## src/rtl/add_op_seq.sv

```systemverilog
// add_op_seq: operand sequencer for an external combinational N-bit adder.
// An accepted operand pair is registered onto a_o/b_o. The adder output is
// sampled after SETTLE cycles and the result is then held until the consumer
// takes it. Operations never overlap.
// Optional feature: define ADD_OP_SEQ_CARRY_CNT_EN to add an 8-bit
// saturating count of handed-off results that carried out (carry_cnt).
module add_op_seq #(
  parameter int N      = 5,
  parameter int SETTLE = 1
) (
  input  logic         clk,
  input  logic         rst_n,
  input  logic         in_valid,
  output logic         in_ready,
  input  logic [N-1:0] in_a,
  input  logic [N-1:0] in_b,
  output logic [N-1:0] a_o,
  output logic [N-1:0] b_o,
  input  logic [N-1:0] sum_i,
  input  logic         cout_i,
  output logic         out_valid,
  input  logic         out_ready,
  output logic [N-1:0] sum_o,
  output logic         cout_o
`ifdef ADD_OP_SEQ_CARRY_CNT_EN
  ,
  output logic [7:0]   carry_cnt
`endif
);

  // The settle counter only has to reach SETTLE-1. It is cleared on every
  // acceptance, so a wrap after the capture cycle does no harm.
  localparam int            CW       = (SETTLE > 1) ? $clog2(SETTLE) : 1;
  localparam logic [CW-1:0] CNT_LAST = CW'(SETTLE - 1);

  typedef enum logic [1:0] {
    ST_IDLE   = 2'd0,
    ST_SETTLE = 2'd1,
    ST_HOLD   = 2'd2
  } state_t;

  state_t        state;
  state_t        state_nxt;
  logic [CW-1:0] cnt;
  logic          accept;
  logic          capture;
  logic          handshake;

  // Next-state logic and the handshake/strobe decode for the datapath.
  always_comb begin
    // NOTE: every output of this block gets a default first, so no path can
    // leave a value unassigned and infer a latch.
    state_nxt = state;
    in_ready  = 1'b0;
    out_valid = 1'b0;
    accept    = 1'b0;
    capture   = 1'b0;
    handshake = 1'b0;
    case (state)
      ST_IDLE: begin
        in_ready = 1'b1;
        if (in_valid) begin
          accept    = 1'b1;
          state_nxt = ST_SETTLE;
        end
      end
      ST_SETTLE: begin
        if (cnt == CNT_LAST) begin
          capture   = 1'b1;
          state_nxt = ST_HOLD;
        end
      end
      ST_HOLD: begin
        out_valid = 1'b1;
        if (out_ready) begin
          handshake = 1'b1;
          state_nxt = ST_IDLE;
        end
      end
      // The unused encoding falls back to IDLE.
      default: state_nxt = ST_IDLE;
    endcase
  end

  // State register; reset discards any in-flight operation.
  always_ff @(posedge clk or negedge rst_n) begin
    // NOTE: sequential state is written with non-blocking assignments, so
    // every register samples pre-edge values regardless of block order.
    if (!rst_n) state <= ST_IDLE;
    else        state <= state_nxt;
  end

  // Settle counter: cleared on acceptance, counts up while settling.
  always_ff @(posedge clk or negedge rst_n) begin
    if (!rst_n)                  cnt <= '0;
    else if (accept)             cnt <= '0;
    else if (state == ST_SETTLE) cnt <= cnt + CW'(1);
  end

  // Operand registers feed the adder and hold until the next acceptance.
  always_ff @(posedge clk or negedge rst_n) begin
    if (!rst_n) begin
      a_o <= '0;
      b_o <= '0;
    end else if (accept) begin
      a_o <= in_a;
      b_o <= in_b;
    end
  end

  // Result registers sample the adder once the settle time has elapsed.
  always_ff @(posedge clk or negedge rst_n) begin
    if (!rst_n) begin
      sum_o  <= '0;
      cout_o <= 1'b0;
    end else if (capture) begin
      sum_o  <= sum_i;
      cout_o <= cout_i;
    end
  end

`ifdef ADD_OP_SEQ_CARRY_CNT_EN
  // Saturating count of handed-off results whose carry-out was set.
  always_ff @(posedge clk or negedge rst_n) begin
    if (!rst_n)                                    carry_cnt <= 8'd0;
    else if (handshake && cout_o && carry_cnt != 8'hFF) carry_cnt <= carry_cnt + 8'd1;
  end
`endif

endmodule

```

## config.mk

```make
export PLATFORM = sky130hd
export DESIGN_NAME = add_op_seq
export DESIGN_NICKNAME = d
export VERILOG_FILES = /design/src/rtl/add_op_seq.sv
export SDC_FILE = /design/constraint.sdc
export NUM_CORES = 1
export LEC_CHECK = 0
export BUFFER_PORTS_ARGS = -buffer_cell sky130_fd_sc_hd__buf_2
export CAP_MARGIN = 10
export CELL_PAD_IN_SITES_DETAIL_PLACEMENT = 0
export CELL_PAD_IN_SITES_GLOBAL_PLACEMENT = 1
export CORE_MARGIN = 1.5
export CORE_UTILIZATION = 30
export DETAILED_ROUTE_END_ITERATION = 10
export PLACE_DENSITY_LB_ADDON = 0.1
export RECOVER_POWER = 50
export SLEW_MARGIN = 20
export SYNTH_ARGS = -nofsm -noshare
export SYNTH_HDL_FRONTEND = slang
export SYNTH_SLANG_ARGS = --single-unit
export TNS_END_PERCENT = 50
```

## constraint.sdc

```tcl
create_clock -name clk -period 1.45 [get_ports clk]
set_clock_uncertainty 0.15 [all_clocks]
set_input_delay 0.145 -clock clk [delete_from_list [all_inputs] [get_ports clk]]
set_output_delay 0.145 -clock clk [all_outputs]
set_load 0.02 [all_outputs]
```

==> out/results.txt <==
Cells fill 54.87% of the core in the end. The worst register-to-register path begins at state[1]. The checks that failed: negative setup slack. The logs give 52.7% for the combinational share of power and 0 for the number of nets with antenna violations after detailed routing. The category of the worst setup path launch point was a flip-flop. In the final timing run, aggregate negative setup slack is -0.3127 ns. The synthesis-stage register bit count came out at 19.

The floorplan step defined a die boundary enclosing 2780 µm². The logs give 964.8 µW for the switching power and 19 for the number of sinks on the clock net. The final net count was 133. For the count of standard-cell rows, the log shows 17. Traced cell by cell, the critical path runs through buf_6, and2b_2, buf_6. For the pin with the worst max-slew slack, the measured transition is 0.4653 ns. The die is 52.73 µm wide. Static timing analysis puts the maximum clock frequency at 666.9 MHz. Summed over all layers, the global routing overflow is 0. After detailed placement, the design holds a cell count of 115. The die is 52.73 µm tall. The run finished, with violations left. Yosys synthesis warning count: 0.

The path class of the tightest hold or removal check is in -> reg. The worst slack on hold paths came out at 0.006168 ns. Of the post-synthesis cell area, the dominant cell type holds 64.08%.

The dominant register cell in the synthesized netlist was sky130_fd_sc_hd__dfrtp_1. The clock network is responsible for 10.2% of the overall power. The post-route non-filler standard cell count is 140, and the routability congestion estimate from global placement is 0.6201.

The number of antenna violations at the first check in global routing is 0. The total area inside the core boundary comes to 2276 µm². In this run the tool buffered the top-level ports with 37 buffer cells.

The total power per unit cell area is 2053 nW/µm². The number of buffers inserted during clock tree synthesis came out at 3. Data arrives at the worst endpoint at 1.20 ns. The switching part of the total power is 37.64%, and the worst slew slack as a fraction of its limit is 68.98%. The internal portion of the total power is 1.598 mW.

The largest total area in the synthesized netlist belongs to sky130_fd_sc_hd__dfrtp_1. Synthesis produced a netlist whose cell count is 46. The post-detailed-placement half-perimeter wirelength was 1178 µm; the clock edge transition at the registers on the reported setup and hold paths was 0.10 ns. Across the run, the number of max-cap violations was 0.

The logs give 66 for the post-synthesis net count and 0 for the number of remaining DRC errors. The I/O pin count was 38. No sink is reached through more buffers than the 2 on the longest clock path. The tools report the relative contribution of sequential cells to total power as 37.1%.

Setup repair after global routing could not meet its margin everywhere. Once placement finished, the instance area stood at 994.7 µm². For this run, the detailed router's first-pass iteration total came to 3.

The insertion delay to the later sink of the worst-skew pair is 0.28 ns, and the largest fanout of any net on the critical path is 5. The final count of hold timing violations is 0, and the share of layout cells above drive strength 1 is 63.39%. On the worst path, the slowest cell contributes a delay of 0.46 ns.

The run gives 637 as the number of global-route vias before repair. OpenSTA, run right after detailed placement, puts the worst setup slack at -0.04973 ns. The synthesized design contains 0 enable-type register cells.

Sequential elements use 64.08% of the synthesized area. Ranked by total cell area, the synthesized netlist is headed by sky130_fd_sc_hd__dfrtp_1 64%, sky130_fd_sc_hd__mux2_2 24%, sky130_fd_sc_hd__nor3b_4 2.5%. The per-cell via count in the routed design was 4.329. Global routing used 14.00% of the available tracks across all layers. The final layout contains routed wiring with a total length of 1704 µm. Setup violations remaining at the end of the flow were counted as 11.

The worst hold path passes through 3 cells. The run gives 606 as the via total after detailed routing. Data on the critical path is required at its endpoint by 1.15 ns.

The worst setup path is of the reg -> out kind. The number of max-slew violations in the final report is 0. Entering global routing, the biggest net connects 20 pins. The tree is rooted in a sky130_fd_sc_hd__clkbuf_4.

By count the netlist is led by 19 x sky130_fd_sc_hd__dfrtp_1, 16 x sky130_fd_sc_hd__mux2_2, 2 x sky130_fd_sc_hd__a21o_2, 2 x sky130_fd_sc_hd__nor2_1. Fill cells in the final layout number 200. The routed length per placed instance works out to 12.17 µm.

In this run the critical register-to-register path is captured at b_o[2]. The synthesized area per cell is 16.13 µm², and the worst-case vdd ir drop is 1.200 mV. In this run, distinct cell masters in the synthesized netlist total 11. The first global-routing pass estimated 2773 µm of wire. The initial standard-cell utilization of the core was 32.60%. Kind of capture point of the worst setup path: an output port. The repair_antennas step left the layout with diodes totalling 0. The logic depth of the worst register-to-register path is 3. The dominant cell by count in the synthesized netlist is sky130_fd_sc_hd__dfrtp_1.

TritonCTS built the clock tree. The minimum clock period after layout is 1.499 ns. The largest individual stage delay along the critical path comes from the cell sky130_fd_sc_hd__dfrtp_2. In this run, the number of DRC markers left after iteration 0 of detailed routing was 3. The worst hold path begins at in_valid. The post-layout worst setup margin is -0.04941 ns, and the area added between synthesis and finish is 68.30%. The final standard cell area without fillers was 1249 µm²; the count of H-tree levels built during CTS was 1. Dividing the final minimum period by the clock period gives 103.4%.

The completed layout was analyzed and its total power is 2.563 mW. Most frequent cell on the critical path: sky130_fd_sc_hd__buf_6. The path with the worst hold slack has its endpoint at state[0]. The mapped netlist covers 742.0 µm².

Of all flip-flops after synthesis, the portion carrying an async set or reset was 100.0%. In this run the static leakage power is 0.6130 nW. The worst register-to-register path has a setup slack of -0.04 ns.
## worst max-delay path by stage
stage                     end  slack, ns  startpoint
floorplan              a_o[0]      0.007    state[1]
detailed placement     b_o[2]      -0.05    state[1]
global route        out_valid      -0.11    state[0]
global placement       a_o[4]      -0.02    state[1]
CTS                 out_valid      -0.06    state[1]
finish              out_valid      -0.05    state[1]
## power by group through the flow
stage	Combinational (mW)	Sequential [mW]	Clock [mW]
2_1_floorplan	0.477	1.25	0
4_1_cts	1.31	0.956	0.278
3_5_place_dp	1.23	0.960	0
5_1_grt	1.45	0.991	0.296
6_report	1.35	0.950	0.263
3_3_place_gp	1.22	0.947	0
## area by class of cell
class	count	area, µm²	share of cell area [%]
Clock buffer	4	26.28	2.104
Sequential cell	19	476.7	38.18
Inverter	1	3.754	0.3006
Timing Repair Buffer	63	441.7	35.37
Multi-Input combinational cell	25	265.3	21.24
Tap cell	28	35.03	2.806
## state kept, by name (all words and copies together) (netlist names)
name,cells
state,2
cout_o,1
sum_o,5
a_o,5
cnt,1
b_o,5
## kinds of logic after synthesis
family,after synthesis,share of synthesized area [%]
flip-flops,19,64.08
multiplexers,17,25.63
AND/OR/NAND/NOR,5,5.735
AO/OA/AOI/OAI,3,3.373
buffers and inverters,2,1.179
## layer usage
metal | track usage [%] | up-vias | routed length (µm) | part of all wire, %
met5 | 0 | - | 0 | 0
met4 | 3.846 | 0 | 0 | 0
met3 | 3.714 | 0 | 91 | 5.3
met2 | 25.00 | 20 | 872 | 51
met1 | 16.33 | 292 | 740 | 43
li1 | - | 294 | - | -
## placed cells by master, fill, tap and decap left out
master                          synthesis  layout
sky130_fd_sc_hd__dfrtp_1               19      18
sky130_fd_sc_hd__nor2_1                 2       1
sky130_fd_sc_hd__clkbuf_1               0       1
sky130_fd_sc_hd__and2b_2                1       1
sky130_fd_sc_hd__mux2i_1                1       1
sky130_fd_sc_hd__nor3b_4                1       1
sky130_fd_sc_hd__dlygate4sd3_1          0      18
sky130_fd_sc_hd__nor3b_2                0       1
sky130_fd_sc_hd__inv_1                  1       1
sky130_fd_sc_hd__clkbuf_4               0       3
sky130_fd_sc_hd__clkbuf_2               0       1
sky130_fd_sc_hd__buf_6                  0       3
sky130_fd_sc_hd__mux2_2                16      16
sky130_fd_sc_hd__buf_4                  0       7
sky130_fd_sc_hd__dfrtp_2                0       1
sky130_fd_sc_hd__buf_2                  1      34
sky130_fd_sc_hd__a21o_2                 2       2
sky130_fd_sc_hd__nor2_2                 0       1
sky130_fd_sc_hd__o21bai_1               1       1
## worst max-delay path, delay by kind of cell, from the launching register on
kind                   cells  cell delay, ns
flip-flops                 1            0.46
AND/OR/NAND/NOR            1            0.20
buffers and inverters      2            0.26
## timing repair
item	4_1_cts	5_1_grt
buffers inserted	0	2
hold buffers	18	0
endpoints found under the setup margin	12	17
pin swaps	0	1
resized for setup	7	3
hold endpoints to repair	36	0
cloned	1	0
Power figures use the tool's default switching activity.
